File: src/rtl/hazard_fwd_scoreboard_if.sv
// Hazard/forwarding bundle between pipeline control and hazard_fwd_scoreboard.
//   master : pipeline control side (drives ID/EX/MEM/WB and long-op status,
//            receives forwarding selects, stall, scoreboard status, stall count)
//   slave  : hazard_fwd_scoreboard side
// Signal names follow the original flat port list.
interface hazard_fwd_scoreboard_if #(
  parameter int unsigned REG_ADDR_W = 5,
  parameter int unsigned CNT_W      = 16
);
  logic                  id_valid;
  logic [REG_ADDR_W-1:0] id_rs1;
  logic [REG_ADDR_W-1:0] id_rs2;
  logic                  id_lop;
  logic [REG_ADDR_W-1:0] id_rd;
  logic [REG_ADDR_W-1:0] id_ex_rs1;
  logic [REG_ADDR_W-1:0] id_ex_rs2;
  logic [REG_ADDR_W-1:0] id_ex_rd;
  logic                  id_ex_reg_write;
  logic                  id_ex_mem_read;
  logic [REG_ADDR_W-1:0] ex_mem_rd;
  logic                  ex_mem_reg_write;
  logic [REG_ADDR_W-1:0] mem_wb_rd;
  logic                  mem_wb_reg_write;
  logic                  lop_issue;
  logic [REG_ADDR_W-1:0] lop_rd;
  logic                  lop_wb_valid;
  logic [REG_ADDR_W-1:0] lop_wb_rd;
  logic [1:0]            forward_a;
  logic [1:0]            forward_b;
  logic                  stall;
  logic                  sb_busy;
  logic [CNT_W-1:0]      stall_cnt;

  modport master (
    output id_valid, id_rs1, id_rs2, id_lop, id_rd,
           id_ex_rs1, id_ex_rs2, id_ex_rd, id_ex_reg_write, id_ex_mem_read,
           ex_mem_rd, ex_mem_reg_write, mem_wb_rd, mem_wb_reg_write,
           lop_issue, lop_rd, lop_wb_valid, lop_wb_rd,
    input  forward_a, forward_b, stall, sb_busy, stall_cnt
  );

  modport slave (
    input  id_valid, id_rs1, id_rs2, id_lop, id_rd,
           id_ex_rs1, id_ex_rs2, id_ex_rd, id_ex_reg_write, id_ex_mem_read,
           ex_mem_rd, ex_mem_reg_write, mem_wb_rd, mem_wb_reg_write,
           lop_issue, lop_rd, lop_wb_valid, lop_wb_rd,
    output forward_a, forward_b, stall, sb_busy, stall_cnt
  );
endinterface

File: src/rtl/hazard_fwd_scoreboard.sv
// Operand forwarding, load-use / scoreboard / WAW stall detection and a
// pending-write scoreboard for out-of-order long-latency writebacks.
// Ports:
//   clk  - rising-edge clock
//   rst  - synchronous active-high reset (clears scoreboard and stall count)
//   bus  - hazard_fwd_scoreboard_if.slave: pipeline register fields in,
//          forward_a/forward_b (00 regfile, 10 EX/MEM, 01 MEM/WB,
//          11 long-op writeback), stall, sb_busy, stall_cnt out
// Parameters: REG_ADDR_W register address width, FWD_EN forwarding enable
// (0 turns every RAW hazard into a stall), CNT_W stall counter width.
// The interface instance must be built with the same REG_ADDR_W and CNT_W.
module hazard_fwd_scoreboard #(
  parameter int unsigned REG_ADDR_W = 5,
  parameter bit          FWD_EN     = 1'b1,
  parameter int unsigned CNT_W      = 16
) (
  input  logic                   clk,
  input  logic                   rst,
  hazard_fwd_scoreboard_if.slave bus
);
  localparam int unsigned NREG = 2 ** REG_ADDR_W;

  typedef logic [REG_ADDR_W-1:0] addr_t;

  logic [NREG-1:0]  sb_q, sb_d;
  logic [CNT_W-1:0] cnt_q, cnt_d;
  logic             stall;

  function automatic logic [1:0] fwd_sel(
    input addr_t rs,
    input logic  em_we, input addr_t em_rd,
    input logic  mw_we, input addr_t mw_rd,
    input logic  lw_v,  input addr_t lw_rd
  );
    logic [1:0] sel;
    sel = 2'b00;
    if (em_we && em_rd != '0 && em_rd == rs)      sel = 2'b10;
    else if (mw_we && mw_rd != '0 && mw_rd == rs) sel = 2'b01;
    else if (lw_v && lw_rd != '0 && lw_rd == rs)  sel = 2'b11;
    return sel;
  endfunction

  // Register pending and not being written back this very cycle.
  function automatic logic sb_pending(
    input logic [NREG-1:0] sb,
    input addr_t           r,
    input logic            lw_v,
    input addr_t           lw_rd
  );
    return (r != '0) && sb[r] && !(lw_v && lw_rd == r);
  endfunction

  // Any in-flight producer in EX/MEM/WB writing this source register.
  function automatic logic pipe_raw(
    input addr_t rs,
    input logic  ex_we, input addr_t ex_rd,
    input logic  em_we, input addr_t em_rd,
    input logic  mw_we, input addr_t mw_rd
  );
    return (rs != '0) && ((ex_we && ex_rd == rs) ||
                          (em_we && em_rd == rs) ||
                          (mw_we && mw_rd == rs));
  endfunction

  // Forwarding selects
  always_comb begin
    bus.forward_a = 2'b00;
    bus.forward_b = 2'b00;
    if (FWD_EN) begin
      bus.forward_a = fwd_sel(bus.id_ex_rs1,
                              bus.ex_mem_reg_write, bus.ex_mem_rd,
                              bus.mem_wb_reg_write, bus.mem_wb_rd,
                              bus.lop_wb_valid,     bus.lop_wb_rd);
      bus.forward_b = fwd_sel(bus.id_ex_rs2,
                              bus.ex_mem_reg_write, bus.ex_mem_rd,
                              bus.mem_wb_reg_write, bus.mem_wb_rd,
                              bus.lop_wb_valid,     bus.lop_wb_rd);
    end
  end

  // Stall request
  always_comb begin
    logic sb_raw, waw, load_use, nofwd_raw;
    sb_raw    = sb_pending(sb_q, bus.id_rs1, bus.lop_wb_valid, bus.lop_wb_rd) ||
                sb_pending(sb_q, bus.id_rs2, bus.lop_wb_valid, bus.lop_wb_rd);
    waw       = bus.id_lop &&
                sb_pending(sb_q, bus.id_rd, bus.lop_wb_valid, bus.lop_wb_rd);
    load_use  = bus.id_ex_mem_read && (bus.id_ex_rd != '0) &&
                ((bus.id_ex_rd == bus.id_rs1) || (bus.id_ex_rd == bus.id_rs2));
    nofwd_raw = 1'b0;
    if (!FWD_EN) begin
      nofwd_raw = pipe_raw(bus.id_rs1,
                           bus.id_ex_reg_write,  bus.id_ex_rd,
                           bus.ex_mem_reg_write, bus.ex_mem_rd,
                           bus.mem_wb_reg_write, bus.mem_wb_rd) ||
                  pipe_raw(bus.id_rs2,
                           bus.id_ex_reg_write,  bus.id_ex_rd,
                           bus.ex_mem_reg_write, bus.ex_mem_rd,
                           bus.mem_wb_reg_write, bus.mem_wb_rd);
    end
    stall = bus.id_valid && (sb_raw || waw || load_use || nofwd_raw);
  end

  // Scoreboard next state: clear first so a same-cycle issue to the same
  // register leaves the bit set.
  always_comb begin
    sb_d = sb_q;
    if (bus.lop_wb_valid)
      sb_d[bus.lop_wb_rd] = 1'b0;
    if (bus.lop_issue && bus.lop_rd != '0)
      sb_d[bus.lop_rd] = 1'b1;
  end

  // Saturating stall counter
  always_comb begin
    cnt_d = cnt_q;
    if (stall && cnt_q != '1)
      cnt_d = cnt_q + CNT_W'(1);
  end

  always_ff @(posedge clk) begin
    if (rst) begin
      sb_q  <= '0;
      cnt_q <= '0;
    end else begin
      sb_q  <= sb_d;
      cnt_q <= cnt_d;
    end
  end

  assign bus.stall     = stall;
  assign bus.sb_busy   = |sb_q;
  assign bus.stall_cnt = cnt_q;
endmodule
File: src/flat_wrapper.sv
// flat-port wrapper written by rule: the top's interface ports become plain ports
module hazard_fwd_scoreboard_flat 
#(
  parameter int unsigned REG_ADDR_W = 5,
  parameter bit          FWD_EN     = 1'b1,
  parameter int unsigned CNT_W      = 16
)
  (clk, rst, bus_id_valid, bus_id_rs1, bus_id_rs2, bus_id_lop, bus_id_rd, bus_id_ex_rs1, bus_id_ex_rs2, bus_id_ex_rd, bus_id_ex_reg_write, bus_id_ex_mem_read, bus_ex_mem_rd, bus_ex_mem_reg_write, bus_mem_wb_rd, bus_mem_wb_reg_write, bus_lop_issue, bus_lop_rd, bus_lop_wb_valid, bus_lop_wb_rd, bus_forward_a, bus_forward_b, bus_stall, bus_sb_busy, bus_stall_cnt);
  hazard_fwd_scoreboard_if #(.REG_ADDR_W(REG_ADDR_W), .CNT_W(CNT_W)) bus_i ();
  input  logic clk;
  input  logic rst;
  input wire logic [$bits(bus_i.id_valid)-1:0] bus_id_valid;
  input wire logic [$bits(bus_i.id_rs1)-1:0] bus_id_rs1;
  input wire logic [$bits(bus_i.id_rs2)-1:0] bus_id_rs2;
  input wire logic [$bits(bus_i.id_lop)-1:0] bus_id_lop;
  input wire logic [$bits(bus_i.id_rd)-1:0] bus_id_rd;
  input wire logic [$bits(bus_i.id_ex_rs1)-1:0] bus_id_ex_rs1;
  input wire logic [$bits(bus_i.id_ex_rs2)-1:0] bus_id_ex_rs2;
  input wire logic [$bits(bus_i.id_ex_rd)-1:0] bus_id_ex_rd;
  input wire logic [$bits(bus_i.id_ex_reg_write)-1:0] bus_id_ex_reg_write;
  input wire logic [$bits(bus_i.id_ex_mem_read)-1:0] bus_id_ex_mem_read;
  input wire logic [$bits(bus_i.ex_mem_rd)-1:0] bus_ex_mem_rd;
  input wire logic [$bits(bus_i.ex_mem_reg_write)-1:0] bus_ex_mem_reg_write;
  input wire logic [$bits(bus_i.mem_wb_rd)-1:0] bus_mem_wb_rd;
  input wire logic [$bits(bus_i.mem_wb_reg_write)-1:0] bus_mem_wb_reg_write;
  input wire logic [$bits(bus_i.lop_issue)-1:0] bus_lop_issue;
  input wire logic [$bits(bus_i.lop_rd)-1:0] bus_lop_rd;
  input wire logic [$bits(bus_i.lop_wb_valid)-1:0] bus_lop_wb_valid;
  input wire logic [$bits(bus_i.lop_wb_rd)-1:0] bus_lop_wb_rd;
  output wire logic [$bits(bus_i.forward_a)-1:0] bus_forward_a;
  output wire logic [$bits(bus_i.forward_b)-1:0] bus_forward_b;
  output wire logic [$bits(bus_i.stall)-1:0] bus_stall;
  output wire logic [$bits(bus_i.sb_busy)-1:0] bus_sb_busy;
  output wire logic [$bits(bus_i.stall_cnt)-1:0] bus_stall_cnt;
  assign bus_i.id_valid = bus_id_valid;
  assign bus_i.id_rs1 = bus_id_rs1;
  assign bus_i.id_rs2 = bus_id_rs2;
  assign bus_i.id_lop = bus_id_lop;
  assign bus_i.id_rd = bus_id_rd;
  assign bus_i.id_ex_rs1 = bus_id_ex_rs1;
  assign bus_i.id_ex_rs2 = bus_id_ex_rs2;
  assign bus_i.id_ex_rd = bus_id_ex_rd;
  assign bus_i.id_ex_reg_write = bus_id_ex_reg_write;
  assign bus_i.id_ex_mem_read = bus_id_ex_mem_read;
  assign bus_i.ex_mem_rd = bus_ex_mem_rd;
  assign bus_i.ex_mem_reg_write = bus_ex_mem_reg_write;
  assign bus_i.mem_wb_rd = bus_mem_wb_rd;
  assign bus_i.mem_wb_reg_write = bus_mem_wb_reg_write;
  assign bus_i.lop_issue = bus_lop_issue;
  assign bus_i.lop_rd = bus_lop_rd;
  assign bus_i.lop_wb_valid = bus_lop_wb_valid;
  assign bus_i.lop_wb_rd = bus_lop_wb_rd;
  assign bus_forward_a = bus_i.forward_a;
  assign bus_forward_b = bus_i.forward_b;
  assign bus_stall = bus_i.stall;
  assign bus_sb_busy = bus_i.sb_busy;
  assign bus_stall_cnt = bus_i.stall_cnt;
  hazard_fwd_scoreboard #(.REG_ADDR_W(REG_ADDR_W), .FWD_EN(FWD_EN), .CNT_W(CNT_W)) u_core (.clk(clk), .rst(rst), .bus(bus_i));
endmodule
File: config.mk
export PLATFORM = sky130hd
export DESIGN_NAME = hazard_fwd_scoreboard_flat
export DESIGN_NICKNAME = d
export VERILOG_FILES = /design/src/rtl/hazard_fwd_scoreboard_if.sv /design/src/rtl/hazard_fwd_scoreboard.sv /design/src/flat_wrapper.sv
export SDC_FILE = /design/constraint.sdc
export NUM_CORES = 1
export LEC_CHECK = 0
export BUFFER_PORTS_ARGS = -buffer_cell sky130_fd_sc_hd__buf_2
export CAP_MARGIN = 5
export CORE_MARGIN = 2
export CORE_UTILIZATION = 55
export CTS_CLUSTER_SIZE = 28
export DETAILED_ROUTE_END_ITERATION = 8
export PLACE_DENSITY_LB_ADDON = 0.25
export SYNTH_ARGS = -nofsm -noshare
export SYNTH_HDL_FRONTEND = slang
export SYNTH_SLANG_ARGS = --single-unit
File: constraint.sdc
create_clock -name clk -period 5.57 [get_ports clk]
set_clock_uncertainty 0.2 [all_clocks]
set_input_delay 1.671 -clock clk [delete_from_list [all_inputs] [get_ports clk]]
set_output_delay 1.671 -clock clk [all_outputs]
set_load 0.02 [all_outputs]
; ---- Word-level counts from Yosys, hierarchy flattened
; Index checks and enable logic that the tools add are counted.
; Widths: inputs -> output; s select.
[word_totals]
regBits = 48
word_cells = 85
output_inout_bits = 22
in_bits = 60
[classes]
n_bitwise = 3
magnitude_cmp = 7
n_reduce_logical = 42
n_mux = 18
add_sub_neg = 1
eq_ne = 12
[op_table]
columns = operator, count
row1 = $mux 32, 2
row2 = $eq 5x5->1, 11
row3 = $reduce_bool 5->1, 8
row4 = $and 32x32->32, 1
row5 = $not 32->32, 1
row6 = $or 32x32->32, 1
row7 = $reduce_or 32->1, 1
row8 = $lt 5x6->1 const B, 5
row9 = $logic_and 1x1->1, 26
row10 = $add 16x1->16 const B, 1
row11 = $ne 16x16->1 const B, 1
row12 = $bmux 1 s5, 3
row13 = $mux 2, 6
row14 = $demux 1 s5, 2
row15 = $ge 5x1->1 const B, 2
row16 = $mux 1, 5
row17 = $logic_or 1x1->1, 4
row18 = $logic_not 1->1, 3

; ---- Longest topological paths before layout
; Gate-level depths: netlist of the first run.
[logic_depth]
word_depth = 9
ltp_mapped = 9
mapped_depth_nobuf = 8

; ---- Least setup slack after synthesis of the first run
; Ideal clock, no wire load.
[synth_path]
kind = input-to-output
from = input port bus_id_rs2[1]
to = output port bus_stall
path_slack_ps = 136
path_stages = 8
t_arrival_ps = 3563
path_buffers = 1
required_time_ps = 3699
path_cell_list = buf_1 -> mux4_2 -> mux2_2 -> nor3b_2 -> a21oi_1 -> a211oi_4 -> and2_1 -> nor2b_1
[synth_between]
elab_chain_len = 8
word_cells_on_any_way = 15
classes_between = 2 x eq/ne / 2 x mux / 11 x reduce/logical
[synth_rtl]
columns = element, line_no
row1 = start: declaration, flat_wrapper.sv:14  ; input wire logic [$bits(bus_i.id_rs2)-1:0] bus_id_rs2;
row2 = $bmux 1 s5 / $eq 5x5->1 (equally long branches), hazard_fwd_scoreboard.sv:50  ; return (r != '0) && sb[r] && !(lw_v && lw_rd == r);
row3 = $mux 1 (not written as such) / $logic_and 1x1->1 (equally long branches), hazard_fwd_scoreboard.sv:50
row4 = $logic_and 1x1->1 / $logic_not 1->1 (equally long branches), hazard_fwd_scoreboard.sv:50
row5 = $logic_and 1x1->1, hazard_fwd_scoreboard.sv:50
row6 = $logic_or 1x1->1, hazard_fwd_scoreboard.sv:84  ; sb_raw = sb_pending(sb_q, bus.id_rs1, bus.lop_wb_valid, bus.lop_wb_rd) ||
row7 = $logic_or 1x1->1, hazard_fwd_scoreboard.sv:101  ; stall = bus.id_valid && (sb_raw || waw || load_use || nofwd_raw);
row8 = $logic_or 1x1->1 (*), hazard_fwd_scoreboard.sv:101
row9 = $logic_and 1x1->1 (*), hazard_fwd_scoreboard.sv:101
row10 = end: declaration, flat_wrapper.sv:32  ; output wire logic [$bits(bus_i.stall)-1:0] bus_stall;
; Every way passes the cells marked *; elsewhere a longest branch is shown, timed or not. The select of a mux whose other input is x is not followed.

; ---- Worst setup path in the final report of the first run
[layout_path]
from = input port bus_id_rs1[0]
to = output port bus_stall
[layout_between]
elab_chain_len = 8
word_cells_on_any_way = 15
classes_between = 2 x eq/ne / 2 x mux / 11 x reduce/logical
[layout_rtl]
columns = element, line_no
row1 = start: declaration, flat_wrapper.sv:13  ; input wire logic [$bits(bus_i.id_rs1)-1:0] bus_id_rs1;
row2 = $bmux 1 s5 / $eq 5x5->1 (equally long branches), hazard_fwd_scoreboard.sv:50
row3 = $mux 1 (not written as such) / $logic_and 1x1->1 (equally long branches), hazard_fwd_scoreboard.sv:50
row4 = $logic_and 1x1->1 / $logic_not 1->1 (equally long branches), hazard_fwd_scoreboard.sv:50
row5 = $logic_and 1x1->1, hazard_fwd_scoreboard.sv:50
row6 = $logic_or 1x1->1, hazard_fwd_scoreboard.sv:84
row7 = $logic_or 1x1->1, hazard_fwd_scoreboard.sv:101
row8 = $logic_or 1x1->1 (*), hazard_fwd_scoreboard.sv:101
row9 = $logic_and 1x1->1 (*), hazard_fwd_scoreboard.sv:101
; Marked as above.

==> run_summary.xml, run 1 <==
<?xml version="1.0" encoding="UTF-8"?>
<metrics>
  <group name="clocking">
    <metric name="clock_sink_count" unit="">48</metric>
    <metric name="cts_tree" unit="">yes</metric>
    <metric name="cts_inserted_buffers" unit="">5</metric>
    <metric name="cts.repair_timing.setup_buffer_count" unit="">0</metric>
    <metric name="cts_hold_buf" unit="">0</metric>
    <metric name="htree_levels" unit="">2</metric>
    <metric name="max_root_sink_buffers" unit="">2</metric>
    <metric name="clkLatencyLatePin" unit="ns">0.30</metric>
    <metric name="clk_root_buffer_cell" unit="">sky130_fd_sc_hd__clkbuf_8</metric>
    <metric name="path_clk_slew" unit="ns">0.08</metric>
  </group>
  <group name="routing">
    <metric name="drt_iter0_drc" unit="">311</metric>
    <metric name="detail_route.wl_per_cell" unit="um">17.6</metric>
    <metric name="wl_met1" unit="um">4640</metric>
    <metric name="firstDrtPassIters" unit="">5</metric>
    <metric name="dr_wl_met2" unit="um">5120</metric>
    <metric name="met3_length" unit="um">806</metric>
    <metric name="dr_total_vias" unit="">3780</metric>
    <metric name="routed.top_layer" unit="">met4</metric>
    <metric name="wirelength" unit="um">10600</metric>
    <metric name="detail_route.drc_violations" unit="">0</metric>
    <metric name="drt-vias-per-instance" unit="">6.27</metric>
    <metric name="ant_nets" unit="">0</metric>
  </group>
  <group name="worst_setup_path">
    <metric name="worstSetupPathType" unit="">in -&gt; out</metric>
    <metric name="timing.reg2reg.worst_path_depth" unit="">9</metric>
    <metric name="worst-path-max-fanout" unit="">6</metric>
    <metric name="path_cells" unit="">buf_2 &gt; mux4_2 &gt; mux4_2 &gt; nor4b_2 &gt; a31oi_4 &gt; and2_4 &gt; nor2b_1 &gt; buf_2</metric>
    <metric name="slowest_delay" unit="ns">0.52</metric>
    <metric name="worstSetupEndpointType" unit="">primary output</metric>
    <metric name="slowest_stage" unit="">sky130_fd_sc_hd__mux4_2</metric>
    <metric name="required" unit="ns">3.70</metric>
    <metric name="start_kind" unit="">input port</metric>
    <metric name="critical_path_arrival" unit="ns">3.60</metric>
  </group>
  <group name="floorplan">
    <metric name="floorplan.io_pins" unit="">82</metric>
    <metric name="start_util" unit="%">56.6</metric>
    <metric name="design.core.area" unit="um2">6760</metric>
    <metric name="dieWidth" unit="um">87.4</metric>
    <metric name="floorplan.die.height" unit="um">87.4</metric>
    <metric name="area_of_the_die" unit="um2">7640</metric>
    <metric name="num_rows" unit="">30</metric>
  </group>
  <group name="synth">
    <metric name="synth-async-reset-ratio" unit="%">0</metric>
    <metric name="seq_area_frac_synth" unit="%">25.1</metric>
    <metric name="syn-cell-area" unit="um2">3830</metric>
    <metric name="synth_enable_flop_cells" unit="">0</metric>
    <metric name="synth_top_area_cell" unit="">sky130_fd_sc_hd__dfxtp_1</metric>
    <metric name="synth_area_leaders" unit="">sky130_fd_sc_hd__dfxtp_1, sky130_fd_sc_hd__mux4_2, sky130_fd_sc_hd__xnor2_1</metric>
    <metric name="yosys_warnings" unit="">0</metric>
    <metric name="postSynthCellCount" unit="">447</metric>
    <metric name="synth_ff_type" unit="">sky130_fd_sc_hd__dfxtp_1</metric>
    <metric name="netlist-cell-type-count" unit="">53</metric>
    <metric name="synth_most_common_cell" unit="">sky130_fd_sc_hd__nand2_1</metric>
    <metric name="postSynthRegisterBits" unit="">48</metric>
    <metric name="syn_avg_cell_area" unit="um2">8.56</metric>
    <metric name="post_synth_most_frequent_cells" unit="">sky130_fd_sc_hd__nand2_1, sky130_fd_sc_hd__dfxtp_1, sky130_fd_sc_hd__a21oi_1</metric>
    <metric name="synth_fp_nets" unit="">508</metric>
    <metric name="synthDominantCellAreaShare" unit="%">25.1</metric>
  </group>
  <group name="sta">
    <metric name="worst_hold_slack" unit="ns">0.339</metric>
    <metric name="maxClockFrequency" unit="MHz">183</metric>
    <metric name="finalCritPeriodShare" unit="%">98.3</metric>
    <metric name="report.final.slew_viol_count" unit="">0</metric>
    <metric name="final_hold_violating_endpoints" unit="">0</metric>
    <metric name="worst_pin_slew" unit="ns">0.972</metric>
    <metric name="sum_neg_setup_slack" unit="ns">0</metric>
    <metric name="layout_min_cycle_time" unit="ns">5.48</metric>
    <metric name="timing.max_slew.rel_slack" unit="%">35.0</metric>
    <metric name="rsz0062_at_grt" unit="">false</metric>
    <metric name="report.final.setup_viol" unit="">0</metric>
  </group>
  <group name="worst_hold_path">
    <metric name="hp-class" unit="">reg -&gt; reg</metric>
    <metric name="hold_critical_path_depth" unit="">2</metric>
  </group>
  <group name="placed_design">
    <metric name="hpwlAfterDp" unit="um">8000</metric>
    <metric name="place_congestion" unit="">0.877</metric>
    <metric name="number_of_input_and_output_port_buffers_inserted" unit="">80</metric>
  </group>
  <group name="power">
    <metric name="power_leakage" unit="nW">1.65</metric>
    <metric name="power.density" unit="nW/um2">174</metric>
    <metric name="irDropWorstVdd" unit="mV">0.135</metric>
  </group>
  <group name="flow_run">
    <metric name="max-cap-violations" unit="">0</metric>
  </group>
  <group name="global_routing">
    <metric name="overflow" unit="">0</metric>
    <metric name="maximum_number_of_pins_on_one_net_before_global_route_repair" unit="">52</metric>
    <metric name="number_of_antenna_violations_at_the_first_check_in_global_routing" unit="">0</metric>
    <metric name="track_usage" unit="%">28.3</metric>
    <metric name="first_global_vias" unit="">3519</metric>
    <metric name="grt_pass1_wl" unit="um">17100</metric>
  </group>
  <group name="final_layout">
    <metric name="final_net_count" unit="">583</metric>
    <metric name="number_of_antenna_cells_inserted" unit="">0</metric>
    <metric name="drive_gt1_share" unit="%">27.0</metric>
    <metric name="final.fill_count" unit="">591</metric>
    <metric name="area_growth" unit="%">15.9</metric>
  </group>
  <group name="run_status">
    <metric name="run_status" unit="">completed</metric>
  </group>
</metrics>
where the power goes:
| part | internal [W] | leakage (nW) | total, W | switching, W |
|---|---|---|---|---|
| clock | 0.000101 | 0.0445 | 0.000219 | 0.000118 |
| sequential | 0.000347 | 0.387 | 0.000353 | 0.00000567 |
| combinational | 0.0000848 | 1.22 | 0.000198 | 0.000113 |
| total | 0.000533 | 1.65 | 0.000770 | 0.000236 |
critical path: cells and delay by family:
| kind | cells | cell delay, ns |
|---|---|---|
| compound gates | 1 | 0.16 |
| mux | 2 | 1.01 |
| simple gates | 3 | 0.39 |
| buf+inv | 2 | 0.36 |
sequential cells by signal (all words and copies together) (netlist names):
name and flops:
u_core.sb_q 32, u_core.bus.stall_cnt 16
worst paths after layout:
kind                                                 start                              endpoint  slack (ns)
worst max-delay path                         bus_id_rs1[0]                             bus_stall        0.09
worst max register to register  u_core.sb_q[15]$_SDFF_PP0_  u_core.bus.stall_cnt[5]$_SDFFE_PP0P_        2.73
worst min-delay path            u_core.sb_q[17]$_SDFF_PP0_            u_core.sb_q[17]$_SDFF_PP0_        0.34
worst min register to register  u_core.sb_q[17]$_SDFF_PP0_            u_core.sb_q[17]$_SDFF_PP0_        0.34
cell type report:
class	instances	area, um2	share of cell area [%]
Sequential cell	48	961	21.7
Timing Repair Buffer	93	500	11.3
Clock buffer	7	86.3	1.95
Tap cell	80	100	2.26
Clock inverter	1	7.51	0.169
Inverter	2	7.51	0.169
Multi-Input combinational cell	372	2770	62.5
cells by family (layout without fill, tap and decap cells):
family                   count (synthesis)  count (layout)  synth area share (%)
XOR/XNOR                                64              64                  14.6
AND/OR/NAND/NOR                        168             168                  23.3
multiplexers                            36              36                  16.7
buffers and inverters                   27             103                  3.27
AO/OA/AOI/OAI                          103             103                  16.7
adder cells (fa/ha/maj)                  1               1                 0.327
flip-flops                              48              48                  25.1
repair_timing:
action	CTS	global route
setup endpoints to repair	1	1
pin swaps	0	2
gates resized for setup	1	9
endpoints found under the hold margin	0	0
metrics by stage:
stage	total power, W	area (um2)	std cells	util (%)	setup WS [ns]
after floorplan	0.000481	3830	447	-	0.136
after global placement	0.000548	4310	595	63.8	0.0218
after detailed placement	0.000553	4310	595	63.8	0.0112
after CTS	0.000767	4410	603	65.2	0.0406
after global routing	0.000803	4440	603	65.7	0.00211
final	0.000770	4440	603	65.7	0.0947
routing by layer:
| layer | global-route usage, % | up-vias |
|---|---|---|
| met5 | 0 | - |
| met4 | 6.43 | 0 |
| met3 | 3.98 | 6 |
| met2 | 46.3 | 149 |
| met1 | 39.7 | 1824 |
| li1 | - | 1801 |
placed cells by master, fill, tap and decap left out, types with 2 or more instances in the layout:
master | Yosys | routed
sky130_fd_sc_hd__buf_2 | 7 | 79
sky130_fd_sc_hd__and2_1 | 3 | 2
sky130_fd_sc_hd__or4_1 | 4 | 4
sky130_fd_sc_hd__or3b_2 | 2 | 2
sky130_fd_sc_hd__nand4_1 | 7 | 7
sky130_fd_sc_hd__a2111oi_1 | 2 | 2
sky130_fd_sc_hd__nor2_1 | 24 | 24
sky130_fd_sc_hd__clkbuf_8 | 0 | 6
sky130_fd_sc_hd__o21ai_0 | 37 | 37
sky130_fd_sc_hd__xor2_1 | 28 | 28
sky130_fd_sc_hd__nor2b_1 | 5 | 5
sky130_fd_sc_hd__mux4_2 | 19 | 20
sky130_fd_sc_hd__a211oi_1 | 6 | 5
sky130_fd_sc_hd__xnor2_1 | 36 | 36
sky130_fd_sc_hd__dfxtp_1 | 48 | 48
sky130_fd_sc_hd__nor3_1 | 8 | 8
sky130_fd_sc_hd__a31o_2 | 2 | 2
sky130_fd_sc_hd__and4_1 | 2 | 2
sky130_fd_sc_hd__mux2i_1 | 12 | 12
sky130_fd_sc_hd__a21oi_1 | 40 | 40
sky130_fd_sc_hd__nand2b_1 | 2 | 2
sky130_fd_sc_hd__nor4_1 | 15 | 14
sky130_fd_sc_hd__or3_1 | 5 | 5
sky130_fd_sc_hd__inv_1 | 2 | 2
sky130_fd_sc_hd__o21bai_1 | 2 | 2
sky130_fd_sc_hd__nand3b_1 | 9 | 9
sky130_fd_sc_hd__mux2_2 | 2 | 2
sky130_fd_sc_hd__and3_1 | 7 | 7
sky130_fd_sc_hd__nand3_1 | 13 | 13
sky130_fd_sc_hd__nor3b_2 | 1 | 3
sky130_fd_sc_hd__a2111oi_2 | 1 | 2
sky130_fd_sc_hd__buf_4 | 0 | 13
sky130_fd_sc_hd__a311oi_1 | 2 | 2
sky130_fd_sc_hd__nand2_1 | 50 | 50
sky130_fd_sc_hd__nor3b_1 | 7 | 5
(Power assumes the default switching activity.)
==> run 2, diff against run 1 <==
--- a/config.mk
+++ b/config.mk
@@ -12,6 +12,7 @@
 export CTS_CLUSTER_SIZE = 28
 export DETAILED_ROUTE_END_ITERATION = 8
 export PLACE_DENSITY_LB_ADDON = 0.25
+export SETUP_SLACK_MARGIN = 0.5
 export SYNTH_ARGS = -nofsm -noshare
 export SYNTH_HDL_FRONTEND = slang
 export SYNTH_SLANG_ARGS = --single-unit
==> run 2 against run 1 <==
Against the previous run: sequential power barely moved; highest routed layer unchanged; sequential cell count stayed put; non-clock buffer count rose by 2; sequential share of layout area shrank 0.33 points; wire length grew 4.2%; first-iteration DRC count is 3.9% lower; combinational power is 4% higher; critical path depth increased by 2; setup slack better by 0.11 ns; total power rose by 3.9%; count of clock-buffer cells in the layout shrank 2; maximum frequency increased by 2.0%.
==> run_summary.xml, run 2 (same netlist as run 1, synthesis figures left out) <==
<?xml version="1.0" encoding="UTF-8"?>
<metrics>
  <group name="sta">
    <metric name="finalCritPeriodShare" unit="%">96.3</metric>
    <metric name="layout_min_cycle_time" unit="ns">5.37</metric>
    <metric name="report.final.setup_viol" unit="">0</metric>
    <metric name="maxClockFrequency" unit="MHz">186</metric>
    <metric name="report.final.slew_viol_count" unit="">0</metric>
    <metric name="timing.max_slew.rel_slack" unit="%">32.2</metric>
    <metric name="final_hold_violating_endpoints" unit="">0</metric>
    <metric name="sum_neg_setup_slack" unit="ns">0</metric>
    <metric name="worst_pin_slew" unit="ns">1.01</metric>
    <metric name="rsz0062_at_grt" unit="">true</metric>
    <metric name="worst_hold_slack" unit="ns">0.320</metric>
  </group>
  <group name="final_layout">
    <metric name="area_growth" unit="%">17.7</metric>
    <metric name="mostFrequentLayoutCell" unit="">sky130_fd_sc_hd__buf_2</metric>
    <metric name="mostFrequentLayoutCells" unit="">sky130_fd_sc_hd__buf_2, sky130_fd_sc_hd__nand2_1, sky130_fd_sc_hd__dfxtp_1</metric>
    <metric name="final.fill_count" unit="">605</metric>
    <metric name="flip_flop_count_of_the_largest_register_after_layout" unit="">32</metric>
    <metric name="number_of_antenna_cells_inserted" unit="">0</metric>
    <metric name="drive_gt1_share" unit="%">27.5</metric>
    <metric name="final_net_count" unit="">585</metric>
    <metric name="layout.core_utilization" unit="%">66.7</metric>
    <metric name="max_flop_register" unit="">u_core.sb_q</metric>
  </group>
  <group name="floorplan">
    <metric name="floorplan.die.height" unit="um">87.4</metric>
    <metric name="num_rows" unit="">30</metric>
    <metric name="design.core.area" unit="um2">6760</metric>
    <metric name="dieWidth" unit="um">87.4</metric>
    <metric name="start_util" unit="%">56.6</metric>
    <metric name="area_of_the_die" unit="um2">7640</metric>
    <metric name="floorplan.io_pins" unit="">82</metric>
  </group>
  <group name="worst_setup_path">
    <metric name="path_common_cell" unit="">sky130_fd_sc_hd__buf_6</metric>
    <metric name="slowest_stage" unit="">sky130_fd_sc_hd__mux4_2</metric>
    <metric name="regToRegStartpoint" unit="">u_core.sb_q[15]$_SDFF_PP0_</metric>
    <metric name="path_cells" unit="">buf_8 &gt; buf_6 &gt; mux4_2 &gt; mux2_4 &gt; nor3b_2 &gt; a21oi_2 &gt; a211oi_4 &gt; and2_4 &gt; nor2b_4 &gt; buf_6</metric>
    <metric name="worstSetupEndpointType" unit="">primary output</metric>
    <metric name="worstSetupPathType" unit="">in -&gt; out</metric>
    <metric name="cp_num_buf_inv" unit="">3</metric>
    <metric name="timing.reg2reg.worst_path_depth" unit="">9</metric>
    <metric name="required" unit="ns">3.70</metric>
    <metric name="critical_path_arrival" unit="ns">3.50</metric>
    <metric name="timing.reg2reg.setup_slack" unit="ns">2.66</metric>
    <metric name="worst-path-max-fanout" unit="">4</metric>
    <metric name="critical_path.reg2reg.endpoint" unit="">u_core.bus.stall_cnt[5]$_SDFFE_PP0P_</metric>
    <metric name="path_delay_family" unit="">multiplexers</metric>
    <metric name="start_kind" unit="">input port</metric>
    <metric name="slowest_delay" unit="ns">0.47</metric>
  </group>
  <group name="clocking">
    <metric name="max_root_sink_buffers" unit="">2</metric>
    <metric name="clock_sink_count" unit="">48</metric>
    <metric name="path_clk_slew" unit="ns">0.09</metric>
    <metric name="clkLatencyLatePin" unit="ns">0.30</metric>
    <metric name="htree_levels" unit="">2</metric>
    <metric name="cts_inserted_buffers" unit="">5</metric>
    <metric name="cts_hold_buf" unit="">0</metric>
    <metric name="cts_tree" unit="">yes</metric>
    <metric name="clk_root_buffer_cell" unit="">sky130_fd_sc_hd__clkbuf_8</metric>
  </group>
  <group name="global_routing">
    <metric name="number_of_antenna_violations_at_the_first_check_in_global_routing" unit="">0</metric>
    <metric name="overflow" unit="">0</metric>
    <metric name="grt_pass1_wl" unit="um">17800</metric>
    <metric name="maximum_number_of_pins_on_one_net_before_global_route_repair" unit="">52</metric>
    <metric name="track_usage" unit="%">29.7</metric>
    <metric name="first_global_vias" unit="">3722</metric>
  </group>
  <group name="worst_hold_path">
    <metric name="hold_critical_path_depth" unit="">2</metric>
    <metric name="hp-class" unit="">reg -&gt; reg</metric>
    <metric name="worstHoldStart" unit="">u_core.bus.stall_cnt[15]$_SDFFE_PP0P_</metric>
    <metric name="timing.hold.worst_endpoint" unit="">u_core.bus.stall_cnt[15]$_SDFFE_PP0P_</metric>
  </group>
  <group name="routing">
    <metric name="firstDrtPassIters" unit="">5</metric>
    <metric name="ant_nets" unit="">0</metric>
    <metric name="detail_route.wl_per_cell" unit="um">18.3</metric>
    <metric name="dr_total_vias" unit="">3869</metric>
    <metric name="wirelength" unit="um">11100</metric>
    <metric name="detail_route.drc_violations" unit="">0</metric>
    <metric name="drt-vias-per-instance" unit="">6.42</metric>
    <metric name="drt_iter0_drc" unit="">299</metric>
  </group>
  <group name="power">
    <metric name="power_leakage" unit="nW">1.68</metric>
    <metric name="irDropWorstVdd" unit="mV">0.187</metric>
    <metric name="power.density" unit="nW/um2">177</metric>
    <metric name="internal-power" unit="W">0.000566</metric>
    <metric name="share_seq_of_total_power" unit="%">44.2</metric>
    <metric name="switching_share" unit="%">29.3</metric>
    <metric name="power.clock.fraction" unit="%">30.2</metric>
    <metric name="net_switching_power_of_the_design" unit="W">0.000234</metric>
    <metric name="share_comb_of_total_power" unit="%">25.7</metric>
  </group>
  <group name="placed_design">
    <metric name="hpwlAfterDp" unit="um">8210</metric>
    <metric name="number_of_input_and_output_port_buffers_inserted" unit="">80</metric>
    <metric name="place_congestion" unit="">0.904</metric>
  </group>
  <group name="run_status">
    <metric name="run_status" unit="">completed</metric>
  </group>
  <group name="flow_run">
    <metric name="max-cap-violations" unit="">0</metric>
  </group>
</metrics>
==> run 2: per-stage QoR <==
step | cells | worst slack [ns] | power, W | area (um2)
6_report | 603 | 0.204 | 0.000800 | 4510
5_1_grt | 603 | 0.151 | 0.000834 | 4510
4_1_cts | 603 | 0.211 | 0.000798 | 4490
3_5_place_dp | 595 | 0.0123 | 0.000557 | 4350
3_3_place_gp | 595 | 0.0632 | 0.000551 | 4350
2_1_floorplan | 447 | 0.247 | 0.000486 | 3890
==> run 2: layout make-up <==
class	instances	area, um2	area share, %
Sequential cell	48	961	21.3
Inverter	2	7.51	0.167
Multi-Input combinational cell	372	2800	62.1
Clock inverter	1	30.0	0.666
Clock buffer	5	68.8	1.53
Tap cell	80	100	2.22
Timing Repair Buffer	95	539	12.0
==> run 2: tightest hold or removal path, stage by stage, from the launching register on <==
cell and delay (ns):
sky130_fd_sc_hd__dfxtp_1 0.34, sky130_fd_sc_hd__o21ai_0 0.08, sky130_fd_sc_hd__a21oi_1 0.06
==> run 2: timing repair <==
item                                    in CTS  in global routing
endpoints found under the setup margin       1                  1
resized for setup                           14                  2
buffers inserted                             2                  0
pin swaps                                    4                  2
==> run 2: worst max path at each step <==
stage	cells after the start	slack, ns	endpoint	from
3_3_place_gp	10	0.06	bus_stall	bus_id_rs2[0]
3_5_place_dp	9	0.01	bus_stall	bus_id_rs2[0]
5_1_grt	10	0.15	bus_stall	bus_id_rs2[0]
2_1_floorplan	8	0.25	bus_stall	bus_id_rs2[0]
6_report	10	0.20	bus_stall	bus_id_rs2[0]
4_1_cts	10	0.21	bus_stall	bus_id_rs2[0]
==> run 2: power by group through the flow <==
stage | clock network [W] | registers [W] | logic [W]
floorplan | 0 | 0.000361 | 0.000125
global placement | 0 | 0.000361 | 0.000191
detailed placement | 0 | 0.000361 | 0.000196
CTS | 0.000243 | 0.000353 | 0.000203
global route | 0.000258 | 0.000354 | 0.000222
finish | 0.000241 | 0.000353 | 0.000205
==> run 2: routing by layer <==
| layer | up-vias | GRT usage [%] | share of wire (%) |
|---|---|---|---|
| met2 | 197 | 47.7 | 47 |
| met4 | 0 | 10.5 | 2.5 |
| met5 | - | 0 | 0 |
| met1 | 1831 | 40.8 | 42 |
| li1 | 1809 | - | - |
| met3 | 32 | 4.45 | 7.9 |
==> run 3, diff against run 2 <==
--- a/config.mk
+++ b/config.mk
@@ -5,12 +5,13 @@
 export SDC_FILE = /design/constraint.sdc
 export NUM_CORES = 1
 export LEC_CHECK = 0
-export BUFFER_PORTS_ARGS = -buffer_cell sky130_fd_sc_hd__buf_2
 export CAP_MARGIN = 5
 export CORE_MARGIN = 2
 export CORE_UTILIZATION = 55
+export CTS_CLUSTER_DIAMETER = 40
 export CTS_CLUSTER_SIZE = 28
 export DETAILED_ROUTE_END_ITERATION = 8
+export DONT_BUFFER_PORTS = 1
 export PLACE_DENSITY_LB_ADDON = 0.25
 export SETUP_SLACK_MARGIN = 0.5
 export SYNTH_ARGS = -nofsm -noshare
==> run 3 against run 2 <==
Against the previous run: via count shrank 10%; sequential cell count unchanged; total power is 1.6% lower; global-route usage down 2.2 points; clock power grew 27%; final area is 10% lower; cell count shrank 15%; hold slack gained 0.012 ns; count of clock-buffer cells in the layout stayed put; die area stayed put; sequential share of layout area is 2.4 points higher; wire length down 7.5%; largest cell class unchanged.
==> run_summary.xml, run 3 (same netlist as run 1, synthesis figures left out) <==
<?xml version="1.0" encoding="UTF-8"?>
<metrics>
  <group name="run_status">
    <metric name="run_status" unit="">completed</metric>
  </group>
  <group name="sta">
    <metric name="report.final.slew_viol_count" unit="">0</metric>
    <metric name="sum_neg_setup_slack" unit="ns">0</metric>
    <metric name="finalCritPeriodShare" unit="%">91.7</metric>
    <metric name="maxClockFrequency" unit="MHz">196</metric>
    <metric name="timing.max_slew.rel_slack" unit="%">33.0</metric>
    <metric name="final_hold_violating_endpoints" unit="">0</metric>
    <metric name="setup_slack" unit="ns">0.460</metric>
    <metric name="layout_min_cycle_time" unit="ns">5.11</metric>
    <metric name="report.final.setup_viol" unit="">0</metric>
    <metric name="worst_pin_slew" unit="ns">1.00</metric>
    <metric name="rsz0062_at_grt" unit="">true</metric>
  </group>
  <group name="final_layout">
    <metric name="final.fill_count" unit="">609</metric>
    <metric name="final_net_count" unit="">495</metric>
    <metric name="drive_gt1_share" unit="%">12.4</metric>
    <metric name="layout.core_utilization" unit="%">59.9</metric>
    <metric name="flip_flop_count_of_the_largest_register_after_layout" unit="">32</metric>
    <metric name="number_of_antenna_cells_inserted" unit="">0</metric>
    <metric name="max_flop_register" unit="">u_core.sb_q</metric>
    <metric name="mostFrequentLayoutCell" unit="">sky130_fd_sc_hd__nand2_1</metric>
    <metric name="fin_area" unit="um2">4040</metric>
    <metric name="mostFrequentLayoutCells" unit="">sky130_fd_sc_hd__nand2_1, sky130_fd_sc_hd__dfxtp_1, sky130_fd_sc_hd__a21oi_1</metric>
    <metric name="area_growth" unit="%">5.66</metric>
  </group>
  <group name="clocking">
    <metric name="max_root_sink_buffers" unit="">2</metric>
    <metric name="clkLatencyLatePin" unit="ns">0.31</metric>
    <metric name="clk_root_buffer_cell" unit="">sky130_fd_sc_hd__clkbuf_8</metric>
    <metric name="htree_levels" unit="">2</metric>
    <metric name="clock_sink_count" unit="">48</metric>
    <metric name="path_clk_slew" unit="ns">0.09</metric>
    <metric name="cts_tree" unit="">yes</metric>
    <metric name="cts_inserted_buffers" unit="">5</metric>
  </group>
  <group name="worst_hold_path">
    <metric name="hp-class" unit="">reg -&gt; reg</metric>
  </group>
  <group name="worst_setup_path">
    <metric name="worst-path-max-fanout" unit="">13</metric>
    <metric name="required" unit="ns">3.70</metric>
    <metric name="cp_num_buf_inv" unit="">0</metric>
    <metric name="slowest_stage" unit="">sky130_fd_sc_hd__mux4_2</metric>
    <metric name="path_delay_family" unit="">multiplexers</metric>
    <metric name="worstSetupEndpointType" unit="">primary output</metric>
    <metric name="path_cells" unit="">mux4_2 &gt; mux2_4 &gt; nor3b_4 &gt; a2111oi_4 &gt; a211oi_4 &gt; and2_4 &gt; nor2b_4</metric>
    <metric name="worstSetupPathType" unit="">in -&gt; out</metric>
    <metric name="start_kind" unit="">input port</metric>
    <metric name="critical_path_arrival" unit="ns">3.24</metric>
    <metric name="slowest_delay" unit="ns">0.47</metric>
  </group>
  <group name="power">
    <metric name="internal-power" unit="W">0.000596</metric>
    <metric name="share_comb_of_total_power" unit="%">16.1</metric>
    <metric name="switching_share" unit="%">24.2</metric>
    <metric name="power_leakage" unit="nW">1.29</metric>
    <metric name="irDropWorstVdd" unit="mV">0.162</metric>
    <metric name="power.clock.fraction" unit="%">38.7</metric>
    <metric name="power.density" unit="nW/um2">194</metric>
    <metric name="net_switching_power_of_the_design" unit="W">0.000190</metric>
    <metric name="share_seq_of_total_power" unit="%">45.2</metric>
  </group>
  <group name="global_routing">
    <metric name="track_usage" unit="%">27.5</metric>
    <metric name="grt.met2_usage" unit="%">43.3</metric>
    <metric name="groute.layer.met1.usage" unit="%">37.8</metric>
    <metric name="overflow" unit="">0</metric>
    <metric name="grt_pass1_wl" unit="um">16400</metric>
    <metric name="maximum_number_of_pins_on_one_net_before_global_route_repair" unit="">52</metric>
    <metric name="global_route_met3_utilization" unit="%">6.54</metric>
    <metric name="first_global_vias" unit="">3391</metric>
    <metric name="grt_busiest_layer" unit="">met2</metric>
    <metric name="number_of_antenna_violations_at_the_first_check_in_global_routing" unit="">0</metric>
  </group>
  <group name="flow_run">
    <metric name="max-cap-violations" unit="">0</metric>
  </group>
  <group name="routing">
    <metric name="dr_total_vias" unit="">3474</metric>
    <metric name="drt_iter0_drc" unit="">353</metric>
    <metric name="detail_route.wl_per_cell" unit="um">19.9</metric>
    <metric name="drt-vias-per-instance" unit="">6.75</metric>
    <metric name="ant_nets" unit="">0</metric>
    <metric name="wirelength" unit="um">10200</metric>
    <metric name="detail_route.drc_violations" unit="">0</metric>
    <metric name="firstDrtPassIters" unit="">5</metric>
  </group>
  <group name="floorplan">
    <metric name="design.core.area" unit="um2">6760</metric>
    <metric name="dieWidth" unit="um">87.4</metric>
    <metric name="area_of_the_die" unit="um2">7640</metric>
    <metric name="floorplan.io_pins" unit="">82</metric>
    <metric name="start_util" unit="%">56.6</metric>
    <metric name="num_rows" unit="">30</metric>
    <metric name="floorplan.die.height" unit="um">87.4</metric>
  </group>
  <group name="placed_design">
    <metric name="number_of_input_and_output_port_buffers_inserted" unit="">0</metric>
    <metric name="pre_cts_setup_slack" unit="ns">0.375</metric>
    <metric name="placement.cell_area" unit="um2">3860</metric>
    <metric name="hpwlAfterDp" unit="um">7490</metric>
    <metric name="place_congestion" unit="">0.874</metric>
  </group>
</metrics>
run 3: final timing paths:
check | depth (start not counted) | to | slack, ns | start
max reg2reg | 10 | u_core.bus.stall_cnt[5]$_SDFFE_PP0P_ | 2.67 | u_core.sb_q[8]$_SDFF_PP0_
min | 2 | u_core.sb_q[22]$_SDFF_PP0_ | 0.33 | u_core.sb_q[22]$_SDFF_PP0_
min reg2reg | 2 | u_core.sb_q[22]$_SDFF_PP0_ | 0.33 | u_core.sb_q[22]$_SDFF_PP0_
max | 7 | bus_stall | 0.46 | bus_id_rs2[0]
run 3: power groups by stage:
stage	Combinational (W)	Clock, W	Sequential (W)
after floorplan	0.000125	0	0.000361
after global routing	0.000138	0.000323	0.000356
after global placement	0.000117	0	0.000363
final	0.000127	0.000305	0.000355
after detailed placement	0.000119	0	0.000363
after CTS	0.000126	0.000310	0.000355
run 3: repair_timing:
item	4_1_cts	5_1_grt
gates cloned	0	0
hold buffers	0	0
setup endpoints to repair	1	1
resized for setup	7	0
setup buffers	3	0
pin swaps	5	2
run 3: routing by layer:
metal  up-vias  share of wire [%]  wire [um]
met5         -                  0          0
met4         0                1.1        111
met3        16                9.3        950
met2       178                 46       4710
met1      1655                 44       4460
li1       1625                  -          -
run 3: metrics by stage:
step                      std cells  hold WS [ns]  total power [W]
after detailed placement        504         0.312         0.000482
after CTS                       515         0.326         0.000791
after global routing            515         0.361         0.000817
after floorplan                 447         0.281         0.000486
final                           515         0.331         0.000787
after global placement          504         0.298         0.000479
run 3: worst min-delay path: stages (launching register included):
cell	delay, ns
sky130_fd_sc_hd__dfxtp_1	0.35
sky130_fd_sc_hd__o21ai_0	0.08
sky130_fd_sc_hd__a21oi_1	0.06
run 3: cell type report:
class                      instances  area (um2)  area share (%)
inverter                           2        7.51           0.186
clock buffer                       5        68.8            1.70
timing repair buffer               5        37.5           0.928
clock inverter                     3        68.8            1.70
sequential                        48         961            23.8
tap                               80         100            2.48
multi-input combinational        372        2800            69.2
